--- src/rtl/btod_sequencer.sv ---
`default_nettype none
// +-----------------------------------------------------------------------------+
// | btod_sequencer: buffers commands, does the startDone handshake, then issues |
// | them one at a time over btod req/ack and returns the ack data.  Rev 1.0     |
// +-----------------------------------------------------------------------------+
module btod_sequencer #(
  parameter int DEPTH   = 4,
  parameter int DATA_W  = 32,
  parameter int TIMEOUT = 255
) (
  input  logic              clk,
  input  logic              rst_n,
  input  logic              enable,
  input  logic              cmd_vld,
  output logic              cmd_rdy,
  input  logic [DATA_W-1:0] cmd_data,
  output logic              start_notify,
  input  logic              start_ack,
  output logic              btod_req,
  output logic [DATA_W-1:0] btod_data,
  input  logic              btod_ack,
  input  logic [DATA_W-1:0] btod_ack_data,
  output logic              rsp_vld,
  input  logic              rsp_rdy,
  output logic [DATA_W-1:0] rsp_data,
  output logic              err_timeout,
  input  logic              clr_err
);

  localparam int AW = $clog2(DEPTH);
  localparam int CW = $clog2(DEPTH + 1);
  localparam int TW = $clog2(TIMEOUT + 1);
  localparam logic [CW-1:0] FULL_CNT = CW'(DEPTH);
  localparam logic [TW-1:0] TMAX     = TW'(TIMEOUT);

  typedef enum logic [2:0] {IDLE, START, READY, REQ, RSP} state_t;

  state_t            state;
  logic [DATA_W-1:0] mem [DEPTH];
  logic [AW-1:0]     wr_ptr;
  logic [AW-1:0]     rd_ptr;
  logic [CW-1:0]     count;
  logic [TW-1:0]     timer;
  logic              not_empty;
  logic              push;
  logic              pop;

  assign not_empty = (count != '0);
  assign cmd_rdy   = (count != FULL_CNT);
  assign push      = cmd_vld && cmd_rdy;
  assign pop       = (state == READY) && enable && not_empty;

  // Storage carries no reset; the pointers alone define what is valid.
  always_ff @(posedge clk) begin
    if (push) mem[wr_ptr] <= cmd_data;
  end

  always_ff @(posedge clk or negedge rst_n) begin
    if (!rst_n) begin
      wr_ptr <= '0;
      rd_ptr <= '0;
      count  <= '0;
    end else begin
      if (push) wr_ptr <= wr_ptr + AW'(1);
      if (pop)  rd_ptr <= rd_ptr + AW'(1);
      case ({push, pop})
        2'b10:   count <= count + CW'(1);
        2'b01:   count <= count - CW'(1);
        default: count <= count;
      endcase
    end
  end

  always_ff @(posedge clk or negedge rst_n) begin
    if (!rst_n) begin
      state        <= IDLE;
      start_notify <= 1'b0;
      btod_req     <= 1'b0;
      btod_data    <= '0;
      rsp_vld      <= 1'b0;
      rsp_data     <= '0;
      err_timeout  <= 1'b0;
      timer        <= '0;
    end else begin
      // Clear first so a timeout in the same cycle overrides it.
      if (clr_err) err_timeout <= 1'b0;
      case (state)
        IDLE: begin
          if (enable) begin
            start_notify <= 1'b1;
            state        <= START;
          end
        end
        START: begin
          if (start_ack) begin
            start_notify <= 1'b0;
            state        <= READY;
          end
        end
        READY: begin
          if (!enable) begin
            state <= IDLE;
          end else if (not_empty) begin
            btod_data <= mem[rd_ptr];
            btod_req  <= 1'b1;
            timer     <= '0;
            state     <= REQ;
          end
        end
        REQ: begin
          if (btod_ack) begin
            btod_req <= 1'b0;
            rsp_data <= btod_ack_data;
            rsp_vld  <= 1'b1;
            state    <= RSP;
          end else if (timer == TMAX) begin
            btod_req    <= 1'b0;
            err_timeout <= 1'b1;
            state       <= READY;
          end else begin
            timer <= timer + TW'(1);
          end
        end
        RSP: begin
          if (rsp_rdy) begin
            rsp_vld <= 1'b0;
            state   <= READY;
          end
        end
        default: state <= IDLE;
      endcase
    end
  end

endmodule
`default_nettype wire

--- config.mk ---
export PLATFORM = sky130hd
export DESIGN_NAME = btod_sequencer
export DESIGN_NICKNAME = d
export VERILOG_FILES = /design/src/rtl/btod_sequencer.sv
export SDC_FILE = /design/constraint.sdc
export NUM_CORES = 1
export LEC_CHECK = 0
export ABC_AREA = 0
export CAP_MARGIN = 10
export CORE_UTILIZATION = 57
export DETAILED_ROUTE_END_ITERATION = 10
export GPL_TIMING_DRIVEN = 1
export HOLD_SLACK_MARGIN = 0.06
export PLACE_DENSITY = 0.95
export SYNTH_ARGS = -nofsm -noshare
export SYNTH_HDL_FRONTEND = slang
export SYNTH_SLANG_ARGS = --single-unit
--- constraint.sdc ---
create_clock -name clk -period 3.4 [get_ports clk]
set_input_delay 1.02 -clock clk [delete_from_list [all_inputs] [get_ports clk]]
set_output_delay 1.02 -clock clk [all_outputs]
set_load 0.02 [all_outputs]
* Word-level counts from Yosys, hierarchy flattened *
Memory sizes are Yosys's and may differ from the RTL's. A register that Yosys moved wholly into a read port is not among the register bits.
Index checks and enable logic that the tools add are counted.

operators by class
  $add $sub $neg = 5
  mux-type cells = 31
  reduce and logical (&&, ||, !) cells = 17
  eq/ne operators = 18

operator list
  kind                 number
  $mux 8               4
  $mux 3               7
  $ne 2x2->1 const B   8
  $pmux 8 s2           1
  $pmux 3 s5           1
  $mux 1               14
  $reduce_and 5->1     2
  $ne 3x3->1 const B   3
  $reduce_and 3->1     3
  $add 8x1->8 const B  1
  $eq 8x8->1 const B   1
  $reduce_bool 2->1    4
  $eq 3x2->1 const B   2
  $pmux 1 s2           3
  $pmux 3 s2           1
  $add 2x1->2 const B  2
  $reduce_and 4->1     1
  $add 3x1->3 const B  1
  $eq 3x1->1 const B   1
  $eq 3x3->1 const B   1
  $logic_and 1x1->1    3
  $logic_not 3->1      1
  $reduce_bool 3->1    1
  $sub 3x1->3 const B  1
  4 further kinds      4

storage, ports and cells
  RAM bits = 128
  memories = 1
  bits in registers = 54
  word-level logic and storage cells = 82

memories
  memory  depth  width  read ports  clocked after memory_dff  wr ports  line  source
  mem     4      32     1           1                         1         39    logic [DATA_W-1:0] mem [DEPTH];

* Longest topological paths before layout *
Gate-level depths: netlist of run 1.

  depth in word-level cells = 5
  mapped depth = 11

* Least setup slack after synthesis of run 1 *
Ideal clock, no wire load.

  path kind = in2reg
  start = input port enable
  end = register count[2]
  cell stages on the path = 10
  library setup time = 0.079 ns
  arrival time = 2.636 ns
  required time = 3.321 ns
  slack = 0.685 ns
  cells stage by stage = nand2b_1 -> or3_4 -> clkinv_2 -> buf_6 -> ha_1 -> inv_1 -> fa_1 -> xor2_1 -> nor2_1 -> xor2_1

between the ends
  word-level cells in the longest chain between the ends = 4

RTL lines
  element                                          line  source
  from (decl)                                      13    input logic enable,
  $logic_and 1x1->1 * (2 in a row)                 51    assign pop = (state == READY) && enable && not_empty;
  via pop                                          46    logic pop;
  $eq 2x1->1 or $eq 2x2->1 (tied branches)         66    case ({push, pop})
  $pmux 3 s2 or $reduce_bool 2->1 (tied branches)  n/a
  to (signal assigned)                             67    2'b10: count <= count + CW'(1);
  to (signal assigned)                             68    2'b01: count <= count - CW'(1);
  to (signal assigned)                             69    default: count <= count;
  to (decl)                                        42    logic [CW-1:0] count;

The timed path passes the listed nets; every way through them passes the cells marked *.
A chain may end at the register's enable or synchronous reset.

* Worst setup path in the final report of run 1 *
  start = register count[0]
  end = output port cmd_rdy

between the ends
  word-level cells in the longest chain between the ends = 1

RTL lines
  element     line  source
  $ne 3x3->1  49    assign cmd_rdy = (count != FULL_CNT);
  to (decl)   15    output logic cmd_rdy,

Every way passes these cells.

==> metrics, run 1 <==
Total Neg Setup Slack=0 ps; maximum fanout along the worst path=6; initial cell density of the core=59.0%; pwr/cell area=900 mW/mm^2; TritonRoute pass-1 iters=4; average cell area after synthesis=16.8 sq um; largest net degree at the start of global routing=55; count leader, synth=edfxtp_1; register area share after synthesis=72.7%; Peak VDD IR=0.656 mV; root buffer cell=clkbuf_16; Unique masters post-synth=45; Final nets=725; minimum clock period=2840 ps; clock skew=21.3 ps; Die Width=122 um; Fillers=745; Area growth syn-to-layout=28.5%; CP bufs+invs=2; multi-input logic area=0.00210 sq mm; CTS tree=built; Worst-path clk slew=60 ps; RD Place Congestion=0.808; hold_ws=476 ps; fmax=352 MHz; worst path cell trace=inv_1, nand3_1, clkdlybuf4s50_1; initial DRC count=389; maxcap violations=0; Synth top cells by count=edfxtp_1 (128), nand2_1 (104), dfrtp_1 (86); post-cts resize count=0; status=complete, no violations; dominant synthesized flop cell=edfxtp_1; H-tree Lvls=1; Post-Route WL=17.6 mm; post-synth top area share=46.6%; post-synthesis cell count=491; number of port buffers=140; core area=0.0140 sq mm; Final setup viols=0; Final ANT Viol Nets=0; share of layout cells above drive strength 1=19.8%; Wirelength per Cell=20.9 um; Setup Fix Bufs, Post-CTS=0; Final Hold Fails=0; register area=0.00600 sq mm; Synth Net Count=570; Sinks on Clock Net=214; die area=0.0150 sq mm; antenna cells=0; critical path launch point type=flip-flop; RSZ-0062 raised after global routing=no; vias=4791; Synth area leader=edfxtp_1; slew margin rel.=43.6%; Hold Path Class=reg2reg; largest delay contributor family on the critical path=buffers and inverters; LEAKAGE=4.10 nW; Seq cells post-synth=214; Top Ports=141; Worst EP required=2380 ps; Max Root-Sink Buffers=3; Synth warnings=0; HPWL after DPL=11.1 mm; Num CTS Buffers=21; Die Y=122 um; Skew-Pair Late Insertion Delay=500 ps; vias per cell=5.70; period utilisation layout=83.6%; CP endpoint kind=output pin; Slew @ Worst Pin=847 ps; vias in the first global route=5064; synth top area cells=edfxtp_1 (47%), dfrtp_1 (26%), mux4_2 (8.7%), nand2_1 (4.7%), mux2_2 (4.6%); Post-synth EDFFs=128; global route total overflow=0; CP max stage delay=660 ps; max-slew violations=0; Crit Path Category=reg2out; initial antenna violation count=0; slowest CP cell=clkdlybuf4s50_1; global-route wire length before repair=27.1 mm; Post-route DRC=0; Hold Buf Count CTS=0; WP data arrival=1820 ps; mapped cell area=0.00825 sq mm; GRT Total Usage=24.3%; Std-Cell Rows=43; asr flop ratio synth=40.2%
layout make-up:
| class | instances | area share, % |
|---|---|---|
| clock inverter | 11 | 1.12 |
| inverter | 11 | 0.401 |
| multi-input combinational | 246 | 19.8 |
| tap | 180 | 2.12 |
| timing repair buffer | 152 | 14.5 |
| sequential | 214 | 56.6 |
| clock buffer | 27 | 5.45 |
worst paths after layout:
kind	start	end	slack [ps]	cells after the start
max in group asynchronous	rst_n	btod_data[11]$_DFFE_PN0P_	2060	2
min reg2reg	rsp_data[17]$_DFFE_PN0P_	rsp_data[17]$_DFFE_PN0P_	480	2
min	rsp_data[17]$_DFFE_PN0P_	rsp_data[17]$_DFFE_PN0P_	480	2
max reg2reg	state[0]$_DFFE_PN0P_	count[2]$_DFFE_PN0P_	1030	9
min in group asynchronous	rst_n	btod_data[3]$_DFFE_PN0P_	570	1
max	count[0]$_DFFE_PN0P_	cmd_rdy	560	3
per-stage QoR:
step	area [sq um]	std cells	power [mW]	setup slack [ps]	util, %
5_1_grt	10600	841	9.98	500	75.8
6_report	10600	841	9.55	556	75.8
4_1_cts	10600	841	9.63	550	75.8
3_3_place_gp	9910	803	7.05	286	70.8
2_1_floorplan	8250	491	5.82	685	-
3_5_place_dp	9910	803	7.24	211	70.8
placed cells by master, fill, tap and decap left out, types with 3 or more instances in the layout:
master / netlist / layout
a31oi_1: 3 / 3
ha_1: 6 / 6
mux4_2: 32 / 32
clkdlybuf4s50_1: 0 / 139
clkbuf_16: 0 / 21
nor2_1: 4 / 3
nand2_1: 104 / 104
clkinv_2: 1 / 5
mux2_2: 34 / 34
and3_2: 1 / 5
o21ai_0: 6 / 6
inv_1: 10 / 10
nand2b_1: 3 / 3
nand3_1: 5 / 5
clkbuf_1: 9 / 3
and3_1: 7 / 3
nor3_1: 4 / 4
buf_12: 0 / 4
edfxtp_1: 128 / 128
buf_4: 4 / 9
xnor2_1: 5 / 5
dfrtp_1: 86 / 84
clkbuf_8: 0 / 3
cell families (layout without fill, tap and decap cells):
| kind of cell | count (synthesis) | count (layout) | synth area share, % |
|---|---|---|---|
| compound gates | 25 | 25 | 2.30 |
| xor+xnor | 7 | 7 | 0.743 |
| fa+ha+maj | 7 | 7 | 1.15 |
| buf+inv | 31 | 201 | 1.93 |
| flops | 214 | 214 | 72.7 |
| mux | 67 | 67 | 13.5 |
| simple gates | 140 | 140 | 7.72 |
report_power, final:
group          leakage (nW)  switching (mW)  total (mW)  internal, mW
sequential             2.23           0.537        4.10          3.56
clock                 0.347           0.956        2.32          1.36
combinational          1.52            1.52        3.13          1.61
total                  4.10            3.02        9.55          6.53
state kept, by name (all words and copies together), names as in the netlist:
register      flops
rd_ptr            2
btod_req          1
wr_ptr            2
rsp_vld           1
rsp_data         32
start_notify      1
btod_data        32
mem             128
count             3
state             3
err_timeout       1
timer             8
worst register-to-register path, delay by kind of cell, from the launching register on:
family / cells / cell delay, ps
fa+ha+maj: 2 / 580
buf+inv: 2 / 140
xor+xnor: 2 / 310
flops: 1 / 550
simple gates: 3 / 710
metal layers:
layer  share of wire [%]  track usage (%)
met3                 6.7             5.30
met4                 2.0             7.85
met1                  39             30.6
met5                   0                0
met2                  52             42.1
Power figures use the tool's default switching activity.
==> run 2: changes to the inputs <==
CORE_UTILIZATION = 53   (was 57)
PLACE_DENSITY = 0.9   (was 0.95)
clock period = 2.67 ns   (was 3.4 ns; I/O delays follow)
==> run 2 against run 1 <==
Worst setup slack got worse by 320 ps; via count fell by 1.4%; non-clock buffer count rose by 3; die area rose by 7.4%; cell count rose by 1.2%; sequential share of layout area fell by 0.13 points; sequential cell count did not move; clock skew fell by 10 ps; clock-buffer cell count fell by 1; critical path depth rose by 7; critical path type is now in2reg; critical endpoint is now count[2]$_DFFE_PN0P_.
==> metrics, run 2 (same netlist as run 1, synthesis figures left out) <==
Biggest register=mem; antenna cells=0; Slew @ Worst Pin=538 ps; minimum clock period=2430 ps; maxcap violations=0; RSZ-0062 raised after global routing=no; slew margin rel.=64.1%; period utilisation layout=91.0%; HPWL after DPL=10.0 mm; global-route wire length before repair=25.9 mm; max-slew violations=0; vias in the first global route=4953; CTS tree=built; Hold Path Class=in2async; Crit Path Category=in2reg; max reg flops=128; status=complete, no violations; Skew-Pair Late Insertion Delay=480 ps; initial antenna violation count=0; FF-to-FF End=count[2]$_DFFE_PN0P_; DP Area=0.00998 sq mm; Peak VDD IR=0.826 mV; post-cts resize count=0; internal power=8.26 mW; post-route cell area=0.0106 sq mm; H-tree Lvls=1; global route total overflow=0; combinational share of power=34.1%; Final Hold Fails=0; Std-Cell Rows=45; Post-Route WL=16.2 mm; GRT Total Usage=20.9%; Sinks on Clock Net=214; largest net degree at the start of global routing=37; core area=0.0152 sq mm; Worst EP required=3070 ps; most frequent cells in the layout=clkdlybuf4s50_1 (138), edfxtp_1 (128), nand2_1 (104); vias=4723; pwr/cell area=1120 mW/mm^2; Wirelength per Cell=19.0 um; Final nets=728; clock skew=11.2 ps; final total power=11.9 mW; Worst-path clk slew=60 ps; Die Width=127 um; Reg2Reg Depth=9; Setup Fix Bufs, Post-CTS=0; Top Ports=141; clock power share=23.2%; die area=0.0161 sq mm; Post-route DRC=0; maximum fanout along the worst path=2; most common cell after layout, fill and taps aside=clkdlybuf4s50_1; Hold Buf Count CTS=0; Num CTS Buffers=21; critical path launch point type=input port; Seq pwr share=42.7%; Max Root-Sink Buffers=3; sw power=3.67 mW; R2R setup slack=420 ps; initial cell density of the core=54.3%; Sw Share=30.8%; RD Place Congestion=0.828; Area growth syn-to-layout=28.8%; LEAKAGE=4.10 nW; WP data arrival=2830 ps; Total Neg Setup Slack=0 ps; root buffer cell=clkbuf_16; FF-to-FF Start=state[2]$_DFFE_PN0P_; Top Registers=mem: 128 flops, btod_data: 32 flops, rsp_data: 32 flops; TritonRoute pass-1 iters=4; CP endpoint kind=flip-flop; Die Y=127 um; initial DRC count=233; vias per cell=5.55; share of layout cells above drive strength 1=19.3%; Final setup viols=0; number of port buffers=140; Final ANT Viol Nets=0; fmax=411 MHz
run 2: cell count changes in the layout (fill, tap and decap cells not counted), moves of 2 or more:
cell	delta
buf_12	+3
inv_6	-2
clkinv_4	-2
clkbuf_1	+2
clkinv_1	+2
clkbuf_8	-3
run 2: per-stage QoR:
step	hold slack, ps	instances	worst slack, ps	util [%]
floorplan	468	491	174	-
global placement	456	814	-157	65.6
detailed placement	467	814	-251	65.6
CTS	225	851	47.4	69.9
global route	229	851	202	69.9
finish	226	851	239	69.9
run 2: how the worst max path moves through the flow:
stage | start | endpoint | slack [ps] | depth (start not counted)
detailed placement | enable | count[2]$_DFFE_PN0P_ | -250 | 10
floorplan | enable | count[2]$_DFFE_PN0P_ | 170 | 10
finish | enable | count[2]$_DFFE_PN0P_ | 240 | 10
global route | enable | count[2]$_DFFE_PN0P_ | 200 | 10
CTS | count[0]$_DFFE_PN0P_ | cmd_rdy | 50 | 3
global placement | enable | count[2]$_DFFE_PN0P_ | -160 | 10
run 2: layout make-up:
class	instances	area [sq um]
inverter	11	42.5
clock buffer	26	544
tap	188	235
multi-input combinational	246	2100
timing repair buffer	155	1600
fill	967	4570
clock inverter	11	104
sequential	214	6000
run 2: worst max-delay path: stages:
cell and delay [ps]:
clkdlybuf4s50_1 510, nand2b_1 90, or3_4 340, clkinv_2 60, ha_1 170, inv_1 60
fa_1 380, xor2_1 150, nor2_1 110, xor2_1 160
run 2: metal layers:
layer	track usage (%)	routed length (um)	vias to the layer above	part of all wire, %
li1	-	-	2134	-
met1	26.5	6770	2417	42
met2	37.7	8270	158	51
met3	4.13	965	14	6.0
met4	4.27	153	0	0.95
met5	0	0	-	0
run 2: power groups by stage:
stage	Clock [mW]	Sequential (mW)	Combinational [mW]
2_1_floorplan	0	5.54	1.87
3_3_place_gp	0	5.09	3.96
3_5_place_dp	0	5.15	4.10
4_1_cts	2.83	5.11	4.13
5_1_grt	2.96	5.21	4.36
6_report	2.77	5.10	4.07
